--- src/rtl/z80_irq_pkg.sv ---
// Shared definitions for the Z80 interrupt controller: register offsets, FSM state, vector helper.
package z80_irq_pkg;

  localparam int MAX_SRC = 8;
  localparam int SEL_W   = $clog2(MAX_SRC);

  localparam logic [7:0] REG_MASK  = 8'd0;
  localparam logic [7:0] REG_PEND  = 8'd1;
  localparam logic [7:0] REG_STAT  = 8'd2;
  localparam logic [7:0] REG_LEVEL = 8'd3;

  typedef enum logic {IDLE, ACK} irq_state_t;

  // Mode-2 vectors are spaced two bytes apart and wrap modulo 256.
  function automatic logic [7:0] vec_of(input logic [7:0] base, input int idx);
    return base + 8'(2 * idx);
  endfunction

endpackage

--- src/rtl/z80_irq_ctrl_prio_enc.sv ---
// Lowest-index-first priority encoder; purely combinational, no backpressure.
module prio_enc
  import z80_irq_pkg::*;
#(
  parameter int N = 4
) (
  input  logic [N-1:0]     req,
  output logic [SEL_W-1:0] sel,
  output logic             sel_valid
);

  // Scan downward so the lowest set index is the last one assigned.
  always_comb begin
    sel       = '0;
    sel_valid = 1'b0;
    for (int i = N - 1; i >= 0; i--) begin
      if (req[i]) begin
        sel       = SEL_W'(i);
        sel_valid = 1'b1;
      end
    end
  end

endmodule

--- src/rtl/z80_irq_ctrl.sv ---
// Edge-detecting interrupt controller with mode-2 vector acknowledge and IO-mapped mask/pending/status.
// int_n lags pending/mask by one clk_sys; optional level-sensitive sources under IRQ_LEVEL_EN.
module z80_irq_ctrl
  import z80_irq_pkg::*;
#(
  parameter int         NUM_SRC  = 4,
  parameter logic [7:0] VEC_BASE = 8'hE0,
  parameter logic [7:0] IO_BASE  = 8'h00,
  parameter logic [7:0] MASK_RST = 8'hFF
) (
  input  logic               clk_sys,
  input  logic               reset_n,
  input  logic [NUM_SRC-1:0] src,
  input  logic               cpu_io,
  input  logic               cpu_m1,
  input  logic               cpu_rd,
  input  logic               cpu_wr,
  input  logic [7:0]         cpu_ab,
  input  logic [7:0]         cpu_dout,
  output logic [7:0]         irq_dout,
  output logic               irq_dout_en,
  output logic               int_n
);

  localparam logic [7:0] A_MASK = IO_BASE + REG_MASK;
  localparam logic [7:0] A_PEND = IO_BASE + REG_PEND;
  localparam logic [7:0] A_STAT = IO_BASE + REG_STAT;

  logic [NUM_SRC-1:0] src_d, pending, mask, pend_nxt, act, rise, clr, wdat;
  logic [SEL_W-1:0]   sel;
  logic               sel_valid;
  irq_state_t         state, state_nxt;
  logic               ack_cyc, ack_start, ack_en;
  logic               io_cyc, wr_act, wr_q, wr_stb, rd_en;
  logic               hit_mask, hit_pend, hit_stat, hit_lvl;
  logic [7:0]         vec_q, rd_val, stat_val;
  logic               unused_dout;

  assign ack_cyc  = cpu_io & cpu_m1;
  assign io_cyc   = cpu_io & ~cpu_m1;
  assign wr_act   = io_cyc & cpu_wr;
  assign wr_stb   = wr_act & ~wr_q;
  assign rise     = src & ~src_d;
  assign act      = pending & mask;
  assign wdat     = cpu_dout[NUM_SRC-1:0];
  assign hit_mask = (cpu_ab == A_MASK);
  assign hit_pend = (cpu_ab == A_PEND);
  assign hit_stat = (cpu_ab == A_STAT);
  assign unused_dout = ^cpu_dout;

  prio_enc #(.N(NUM_SRC)) u_prio (
    .req       (act),
    .sel       (sel),
    .sel_valid (sel_valid)
  );

  assign stat_val = (NUM_SRC <= 4) ? {5'b0, sel_valid, sel[1:0]} : {4'b0, sel_valid, sel};

`ifdef IRQ_LEVEL_EN
  logic [NUM_SRC-1:0] level;
  assign hit_lvl = (cpu_ab == 8'(IO_BASE + REG_LEVEL));

  always_ff @(posedge clk_sys or negedge reset_n) begin
    if (!reset_n)                level <= '0;
    else if (wr_stb && hit_lvl)  level <= wdat;
  end
`else
  assign hit_lvl = 1'b0;
`endif

  always_ff @(posedge clk_sys or negedge reset_n) begin
    if (!reset_n) state <= IDLE;
    else          state <= state_nxt;
  end

  always_comb begin
    state_nxt = state;
    case (state)
      IDLE:    state_nxt = ack_cyc ? ACK : IDLE;
      ACK:     state_nxt = ack_cyc ? ACK : IDLE;
      default: state_nxt = IDLE;
    endcase
  end

  always_comb begin
    ack_start = (state == IDLE) && ack_cyc;
    ack_en    = (state == ACK) && ack_cyc;
  end

  // A rise in the same cycle as any clear wins, so it is OR-ed in last.
  always_comb begin
    clr = '0;
    for (int i = 0; i < NUM_SRC; i++) begin
      if (ack_start && sel_valid && sel == SEL_W'(i)) clr[i] = 1'b1;
    end
    if (wr_stb && hit_pend) clr = clr | wdat;
    pend_nxt = (pending & ~clr) | rise;
`ifdef IRQ_LEVEL_EN
    pend_nxt = (pend_nxt & ~level) | (src & level);
`endif
  end

  always_ff @(posedge clk_sys or negedge reset_n) begin
    if (!reset_n) begin
      src_d   <= '0;
      pending <= '0;
      mask    <= MASK_RST[NUM_SRC-1:0];
      int_n   <= 1'b1;
      vec_q   <= 8'h00;
      wr_q    <= 1'b0;
    end else begin
      src_d   <= src;
      pending <= pend_nxt;
      int_n   <= ~|act;
      wr_q    <= wr_act;
      if (wr_stb && hit_mask) mask <= wdat;
      if (ack_start) vec_q <= sel_valid ? vec_of(VEC_BASE, int'(sel)) : vec_of(VEC_BASE, NUM_SRC);
    end
  end

  always_comb begin
    rd_val = 8'h00;
    if (hit_mask)      rd_val[NUM_SRC-1:0] = mask;
    else if (hit_pend) rd_val[NUM_SRC-1:0] = pending;
    else if (hit_stat) rd_val = stat_val;
`ifdef IRQ_LEVEL_EN
    else if (hit_lvl)  rd_val[NUM_SRC-1:0] = level;
`endif
  end

  assign rd_en       = io_cyc & cpu_rd & (hit_mask | hit_pend | hit_stat | hit_lvl);
  assign irq_dout    = rd_en ? rd_val : vec_q;
  assign irq_dout_en = ack_en | rd_en;

endmodule

--- config.mk ---
export PLATFORM = sky130hd
export DESIGN_NAME = z80_irq_ctrl
export DESIGN_NICKNAME = d
export VERILOG_FILES = /design/src/rtl/z80_irq_pkg.sv /design/src/rtl/z80_irq_ctrl_prio_enc.sv /design/src/rtl/z80_irq_ctrl.sv
export SDC_FILE = /design/constraint.sdc
export NUM_CORES = 1
export LEC_CHECK = 0
export ABC_CLOCK_PERIOD_IN_PS = 1700
export CORE_MARGIN = 3
export CORE_UTILIZATION = 30
export DETAILED_ROUTE_END_ITERATION = 10
export HOLD_SLACK_MARGIN = 0.03
export PLACE_DENSITY = 0.61
export SLEW_MARGIN = 20
export SYNTH_ARGS = -nofsm -noshare
export SYNTH_HDL_FRONTEND = slang
export SYNTH_SLANG_ARGS = --single-unit
--- constraint.sdc ---
create_clock -name clk_sys -period 1.7 [get_ports clk_sys]
set_input_delay 0.34 -clock clk_sys [delete_from_list [all_inputs] [get_ports clk_sys]]
set_output_delay 0.34 -clock clk_sys [all_outputs]
set_load 0.01 [all_outputs]
* After elaboration in Yosys (flattened, before gate mapping)
Cells that the tools add are included. W data, S select, Z words.
Word-level totals: register bits 23, bits in latches 0, RAM bits 0, memory bits (read-only) 0, input bits 26, output and inout port bits 10, word-level logic and storage cells 65, memories 0
Cells by class: add/sub/neg operators 1, multiply operators 0, divide/modulo/power cells 0, $lt $le $gt $ge 0, equal/unequal tests 5, shift-type cells 0, multiplexer cells 20, bitwise gates (word level) 19, reduce and logical (&&, ||, !) cells 13
Operators by type and width (count):
- $mux W4 | 4
- $mux W8 | 2
- $and A4 B4 Y4 | 3
- $logic_and A1 B1 Y1 | 9
- $mux W1 | 9
- $eq A8 B1 Y1 const B | 1
- $eq A8 B2 Y1 const B | 1
- $logic_not A8 Y1 | 1
- $mux W2 | 4
- $not A4 Y4 | 2
- $or A4 B4 Y4 | 2
- $add A6 B5 Y7 const A | 1
- $and A1 B1 Y1 | 6
- $eq A3 B2 Y1 const B | 2
- $reduce_or A4 Y1 | 1
- $eq A3 B1 Y1 const B | 1
- $logic_not A3 Y1 | 1
- $mux W3 | 1
- $not A1 Y1 | 3
- $or A1 B1 Y1 | 3
- $logic_not A1 Y1 | 1

* Longest topological paths before layout
Gate-level depths: netlist of run 1.
depth in word-level cells 13, gate-level depth with buffers 5, mapped depth without buffers 4

* Cells and area by module
Synthesis of run 1 repeated with hierarchy kept, for this count alone.
Unflattened totals: cells, all modules 108, area total of the unflattened synthesis 1078.5 µm²
Modules (own cells, without submodules):
- z80_irq_ctrl | instances 1, cells an instance 99, area each 1032.2 µm², sequential area each 481.7 µm²
- prio_enc | instances 1, cells an instance 9, area each 46.3 µm², sequential area each 0.0 µm²

* Worst setup path before layout of run 1
OpenSTA, ideal clock, no wires.
kind input to output, from input port cpu_ab[1], to output port irq_dout[2], arrival time 1516 ps, required time 1360 ps, setup slack -156 ps, stages on the path 5, path buffers 1, cells stage by stage or4_4 > buf_6 > a21boi_0 > o31a_1 > o31ai_2
On the way: cells in the longest elaborated chain, start to end 5, elaborated cells between the ends (all ways) 10, those cells by class eq/ne: 2; mux: 4; bitwise: 3; reduce/logical: 1
RTL lines:
- start: declaration | line z80_irq_ctrl.sv:18 | input logic [7:0] cpu_ab,
- $eq A8 B2 Y1, or another cell as far along | line z80_irq_ctrl.sv:48 | assign hit_stat = (cpu_ab == A_STAT);
- $mux W3 or $or A1 B1 Y1 (tied branches) | line z80_irq_ctrl.sv:125, z80_irq_ctrl.sv:131
- $mux W4 or $or A1 B1 Y1 (tied branches) | line z80_irq_ctrl.sv:124, z80_irq_ctrl.sv:131
- $mux W4 or $and A1 B1 Y1 (tied branches) | line z80_irq_ctrl.sv:123, z80_irq_ctrl.sv:131
- $mux W8 * | line z80_irq_ctrl.sv:132 | assign irq_dout = rd_en ? rd_val : vec_q;
- end: declaration | line z80_irq_ctrl.sv:20 | output logic [7:0] irq_dout,
Every way passes the cells marked *; elsewhere a longest branch is shown, timed or not.

* Worst setup path in the final report of run 1
from register mask[1], to output port irq_dout[2]
On the way: cells in the longest elaborated chain, start to end 7
RTL lines:
- start: declaration | line z80_irq_ctrl.sv:29 | logic [NUM_SRC-1:0] src_d, pending, mask, pend_nxt, act, rise, clr, wdat;
- start signal: assignment | line z80_irq_ctrl.sv:107 | mask <= MASK_RST[NUM_SRC-1:0];
- start signal: assignment | line z80_irq_ctrl.sv:116 | if (wr_stb && hit_mask) mask <= wdat;
- $and A4 B4 Y4 | line z80_irq_ctrl.sv:44 | assign act = pending & mask;
- $mux W1 (2 in series) | line z80_irq_ctrl_prio_enc.sv:17 | if (req[i]) begin
- $mux W3 | line z80_irq_ctrl.sv:125 | else if (hit_stat) rd_val = stat_val;
- $mux W4 | line z80_irq_ctrl.sv:124 | else if (hit_pend) rd_val[NUM_SRC-1:0] = pending;
- $mux W4 | line z80_irq_ctrl.sv:123 | if (hit_mask) rd_val[NUM_SRC-1:0] = mask;
- $mux W8 | line z80_irq_ctrl.sv:132
Every way passes these cells.

==> results.sh, run 1 <==
export IMPL_status="finished, violations left"
export IMPL_violations="negative setup slack"
export IMPL_hpwl_mm=2.35
export IMPL_dieArea_sq_mm=0.00423
export IMPL_period_share_pct=126
export IMPL_drive_above_1_share_pct=55.0
export IMPL_start_util_pct=32.9
export IMPL_grt_antenna_before_repair=0
export IMPL_path_buf_inv=1
export IMPL_synth_edf_count=0
export IMPL_power_switching_mw=0.236
export IMPL_dr_pass1_iters=4
export IMPL_critPathLaunch="mask[1]"
export IMPL_swShare_pct=26.4
export IMPL_cts_buffers=3
export IMPL_worstSkewPairLatency_ns=0.30
export IMPL_cts_hold_buf=0
export IMPL_portBuffers=30
export IMPL_crit_chain="a22o_1 -> and2b_2 -> o31a_1 -> o31ai_2 -> buf_2"
export IMPL_place_ws_ns=-1.01
export IMPL_syn_area_sq_mm=0.00105
export IMPL_synth_seq_area_share_pct=46.1
export IMPL_core_sq_mm=0.00318
export IMPL_wire_per_inst_um=15.2
export IMPL_fin_skew_ns=0.00712
export IMPL_diodes=0
export IMPL_viasPerCell=4.88
export IMPL_rsz0062_at_grt="yes"
export IMPL_synthArstFlopShare_pct=100
export IMPL_final_common_cell="buf_4"
export IMPL_fin_total_pwr_mw=0.894
export IMPL_leakagePower_nw=0.851
export IMPL_reg2reg_from="mask[2]"
export IMPL_synthDistinctLibCells=40
export IMPL_final_core_util_pct=55.6
export IMPL_dr_total_vias=1039
export IMPL_synth_warnings=0
export IMPL_synthCells=99
export IMPL_hold_class="primary input to asynchronous set/reset pin"
export IMPL_ant_nets=0
export IMPL_critPathRequiredTime_ns=1.36
export IMPL_num_rows=20
export IMPL_ios=36
export IMPL_cap_violations=0
export IMPL_finalHoldViolCount=0
export IMPL_crit_family="compound AO/OA/AOI/OAI gates"
export IMPL_start_kind="flop"
export IMPL_p_comb_share_pct=20.0
export IMPL_arrival_ns=1.81
export IMPL_syn_nets=125
export IMPL_hold_ws_ns=0.378
export IMPL_setup_ws_ns=-0.446
export IMPL_max_stage_delay_ns=0.55
export IMPL_track_usage_pct=16.4
export IMPL_drc=0
export IMPL_seqPwrFrac_pct=53.3
export IMPL_synthFlopType="dfrtp_1"
export IMPL_avgSynthCellArea_sq_um=10.6
export IMPL_maxSlewViolCount=0
export IMPL_p_clk_share_pct=26.7
export IMPL_totalNegativeSetupSlack_ns=-1.89
export IMPL_drt_first_iter_violations=36
export IMPL_power_per_cell_area_mw_per_mm2=506
export IMPL_peakVddDrop_v=0.000221
export IMPL_gp_congestion=0.865
export IMPL_cts_sinks=19
export IMPL_timing_fmax_ghz=0.466
export IMPL_grt_pass1_wl_mm=5.23
export IMPL_clkTransAtPathRegs_ns=0.12
export IMPL_synth_seq_cells=19
export IMPL_clockBufferDepth=2
export IMPL_grt_pass1_vias=1095
export IMPL_wirelength_mm=3.24
export IMPL_die_y_um=65.1
export IMPL_area_growth_pct=69.0
export IMPL_layout_nets=196
export IMPL_cp_max_fo=2
export IMPL_grt_max_degree=20
export IMPL_fill_cells=297
export IMPL_die_width_um=65.1
export IMPL_crit_type="flop to output pin"
export IMPL_overflow=0
export IMPL_slowest_stage="dfstp_2"
export IMPL_setup_viol=8
export IMPL_p_int_mw=0.658
export IMPL_cts_root_buf="clkbuf_4"
export IMPL_rrSetupSlack_ns=0.14
export IMPL_layout_min_cycle_time_ns=2.15
export IMPL_cts_max_level=1
export IMPL_final_cell_mix="35 x buf_4, 15 x nand2_1, 14 x dfrtp_1"
export IMPL_end_kind="output pin"
export IMPL_tritoncts="yes"
==> worst register-to-register path: stages (launching register included) <==
cell,delay [ns]
dfstp_2,0.55
a22oi_1,0.12
buf_4,0.18
nor3_1,0.28
a32oi_1,0.16
a22o_1,0.19
==> kinds of logic (layout without fill, tap and decap cells) <==
kind of cell / count (synthesis) / in the layout / share of synthesized area [%]
AO/OA/AOI/OAI: 20 / 20 / 15.1
buffers and inverters: 10 / 80 / 5.38
flip-flops: 19 / 19 / 46.1
other: 1 / 1 / 0.359
multiplexers: 4 / 4 / 5.74
AND/OR/NAND/NOR: 45 / 45 / 27.4
==> cell type report <==
class / instances / area, sq um / area share (%)
sequential: 19 / 482 / 27.2
inverter: 6 / 22.5 / 1.27
tap: 44 / 55.1 / 3.11
timing repair buffer: 70 / 584 / 33.1
multi-input combinational: 70 / 598 / 33.8
clock buffer: 4 / 26.3 / 1.49
==> power groups by stage <==
stage          clock network, mW  registers [mW]  logic (mW)
3_5_place_dp                   0           0.484       0.172
4_1_cts                    0.248           0.475       0.172
6_report                   0.239           0.476       0.179
5_1_grt                    0.275           0.478       0.193
2_1_floorplan                  0           0.483      0.0521
3_3_place_gp                   0           0.483       0.168
==> synthesized netlist by cell type (2+ instances only) <==
cell type,instances,area [sq um]
dfrtp_1,14,350
dfstp_2,5,131
nor3_1,3,15.0
mux2_4,4,60.1
a22o_1,2,17.5
and4_1,3,26.3
and2_1,3,18.8
or4_4,2,22.5
nand3_1,2,10.0
nor2_1,2,7.51
and2b_2,2,17.5
inv_1,6,22.5
nand2_1,18,67.6
a32o_1,3,30.0
buf_4,3,22.5
o21ai_0,3,15.0
==> timing repair <==
action,CTS,global route
pin swaps,9,9
buffers inserted,7,3
setup endpoints to repair,16,8
resized for setup,88,11
==> metal layers <==
layer,wire length [um],global-route usage [%],vias to the layer above
li1,-,-,499
met1,1360,19.5,508
met2,1700,28.7,27
met3,133,3.29,5
met4,42,6.48,0
met5,0,0,-
==> sequential cells by signal, summed over array words and instances (netlist names) <==
register	flops
wr_q	1
state	1
mask	4
int_n	1
vec_q	4
src_d	4
pending	4
==> worst paths after layout <==
kind / cells after the start / end
min in group clk_sys: 1 / vec_q[6]
min: 2 / state
max in group asynchronous: 2 / mask[2]
max: 5 / irq_dout[2]
max reg2reg: 5 / pending[3]
min reg2reg: 1 / vec_q[6]
==> through the flow <==
| step | cell area, sq um | cells |
|---|---|---|
| after global routing | 1770 | 213 |
| after floorplan | 1060 | 99 |
| after CTS | 1710 | 210 |
| final | 1770 | 213 |
| after detailed placement | 1610 | 199 |
| after global placement | 1610 | 199 |
(Power assumes the default switching activity.)
==> run 2, diff against run 1 <==
--- a/config.mk
+++ b/config.mk
@@ -5,12 +5,13 @@
 export SDC_FILE = /design/constraint.sdc
 export NUM_CORES = 1
 export LEC_CHECK = 0
-export ABC_CLOCK_PERIOD_IN_PS = 1700
+export ABC_CLOCK_PERIOD_IN_PS = 2600
+export CAP_MARGIN = 20
 export CORE_MARGIN = 3
 export CORE_UTILIZATION = 30
 export DETAILED_ROUTE_END_ITERATION = 10
 export HOLD_SLACK_MARGIN = 0.03
-export PLACE_DENSITY = 0.61
+export PLACE_DENSITY = 0.67
 export SLEW_MARGIN = 20
 export SYNTH_ARGS = -nofsm -noshare
 export SYNTH_HDL_FRONTEND = slang
==> constraint.sdc (replaced) <==
create_clock -name clk_sys -period 2.6 [get_ports clk_sys]
set_input_delay 0.52 -clock clk_sys [delete_from_list [all_inputs] [get_ports clk_sys]]
set_output_delay 0.52 -clock clk_sys [all_outputs]
set_load 0.01 [all_outputs]
==> results.sh, run 2 (same netlist as run 1, synthesis figures left out) <==
export IMPL_rsz0062_at_grt="no"
export IMPL_grt_pass1_wl_mm=4.58
export IMPL_layout_nets=176
export IMPL_final_cells=193
export IMPL_fill_cells=309
export IMPL_end_kind="output pin"
export IMPL_cp_max_fo=7
export IMPL_final_common_cell="buf_4"
export IMPL_num_rows=20
export IMPL_status="completed"
export IMPL_finalHoldViolCount=0
export IMPL_start_kind="primary input"
export IMPL_setup_ws_ns=0.0917
export IMPL_area_growth_pct=46.5
export IMPL_period_share_pct=96.5
export IMPL_track_usage_pct=14.1
export IMPL_cts_max_level=1
export IMPL_hpwl_mm=2.10
export IMPL_hold_class="flop to flop"
export IMPL_cts_hold_buf=0
export IMPL_start_util_pct=32.9
export IMPL_final_cell_area_sq_mm=0.00153
export IMPL_dieArea_sq_mm=0.00423
export IMPL_dr_pass1_iters=4
export IMPL_wirelength_mm=2.79
export IMPL_worstSkewPairLatency_ns=0.30
export IMPL_die_width_um=65.1
export IMPL_layout_min_cycle_time_ns=2.51
export IMPL_cts_sinks=19
export IMPL_cts_buffers=3
export IMPL_place_ws_ns=-0.476
export IMPL_peakVddDrop_v=0.000142
export IMPL_cts_root_buf="clkbuf_4"
export IMPL_overflow=0
export IMPL_grt_antenna_before_repair=0
export IMPL_leakagePower_nw=0.731
export IMPL_rrSetupSlack_ns=1.05
export IMPL_clkTransAtPathRegs_ns=0.10
export IMPL_final_core_util_pct=48.2
export IMPL_ant_nets=0
export IMPL_grt_max_degree=20
export IMPL_totalNegativeSetupSlack_ns=0
export IMPL_hold_ws_ns=0.467
export IMPL_final_cell_mix="19 x buf_4, 18 x nand2_1, 14 x clkdlybuf4s50_1, 14 x dfrtp_1, 7 x dlygate4sd2_1"
export IMPL_register_area_sq_um=482
export IMPL_portBuffers=30
export IMPL_dp_cells=186
export IMPL_gp_congestion=0.869
export IMPL_die_y_um=65.1
export IMPL_critPathRequiredTime_ns=2.08
export IMPL_cap_violations=0
export IMPL_drt_first_iter_violations=63
export IMPL_crit_type="primary input to output pin"
export IMPL_drive_above_1_share_pct=34.2
export IMPL_fin_skew_ns=0.00340
export IMPL_dr_total_vias=960
export IMPL_multi_input_area_sq_um=519
export IMPL_placed_area_sq_mm=0.00150
export IMPL_core_sq_mm=0.00318
export IMPL_timing_fmax_ghz=0.399
export IMPL_viasPerCell=4.97
export IMPL_grt_pass1_vias=1010
export IMPL_setup_viol=0
export IMPL_power_per_cell_area_mw_per_mm2=366
export IMPL_tritoncts="yes"
export IMPL_ios=36
export IMPL_drc=0
export IMPL_diodes=0
export IMPL_clockBufferDepth=2
export IMPL_wire_per_inst_um=14.4
export IMPL_fin_total_pwr_mw=0.561
export IMPL_maxSlewViolCount=0
export IMPL_arrival_ns=1.99
[run 2: final timing paths]
check,start,end,cells after the start
hold reg to reg,vec_q[6],vec_q[6],1
setup / recovery,cpu_ab[4],irq_dout[2],8
setup reg to reg,pending[1],pending[3],4
hold / removal,vec_q[6],vec_q[6],1
min in group asynchronous,reset_n,pending[1],2
max in group asynchronous,reset_n,mask[3],2
[run 2: repair_timing]
| item | 4_1_cts | 5_1_grt |
|---|---|---|
| pin swaps | 2 | 2 |
| setup buffers | 3 | 0 |
| resized for setup | 38 | 3 |
| endpoints found under the setup margin | 8 | 8 |
[run 2: layer usage]
metal | vias up | track usage (%) | share of wire [%]
met3 | 7 | 3.29 | 5.8
met4 | 0 | 5.96 | 2.0
met5 | - | 0 | 0
met2 | 36 | 24.5 | 49
li1 | 463 | - | -
met1 | 454 | 16.4 | 44
[run 2: area by class of cell]
class	instances	area share, %
multi-input combinational	70	33.9
clock buffer	4	1.71
inverter	6	1.47
tap	44	3.59
timing repair buffer	50	27.9
sequential	19	31.4
[run 2: critical path: stages]
cell           delay, ns
dlygate4sd2_1       0.25
nor4_2              0.24
buf_4               0.17
o2111ai_1           0.12
buf_4               0.18
buf_4               0.14
o31ai_2             0.21
buf_2               0.16
[run 2: power breakdown]
part	total, mW	switching (mW)	internal (mW)
Clock	0.153	0.0931	0.0599
Combinational	0.0973	0.0433	0.0540
Sequential	0.311	0.00461	0.306
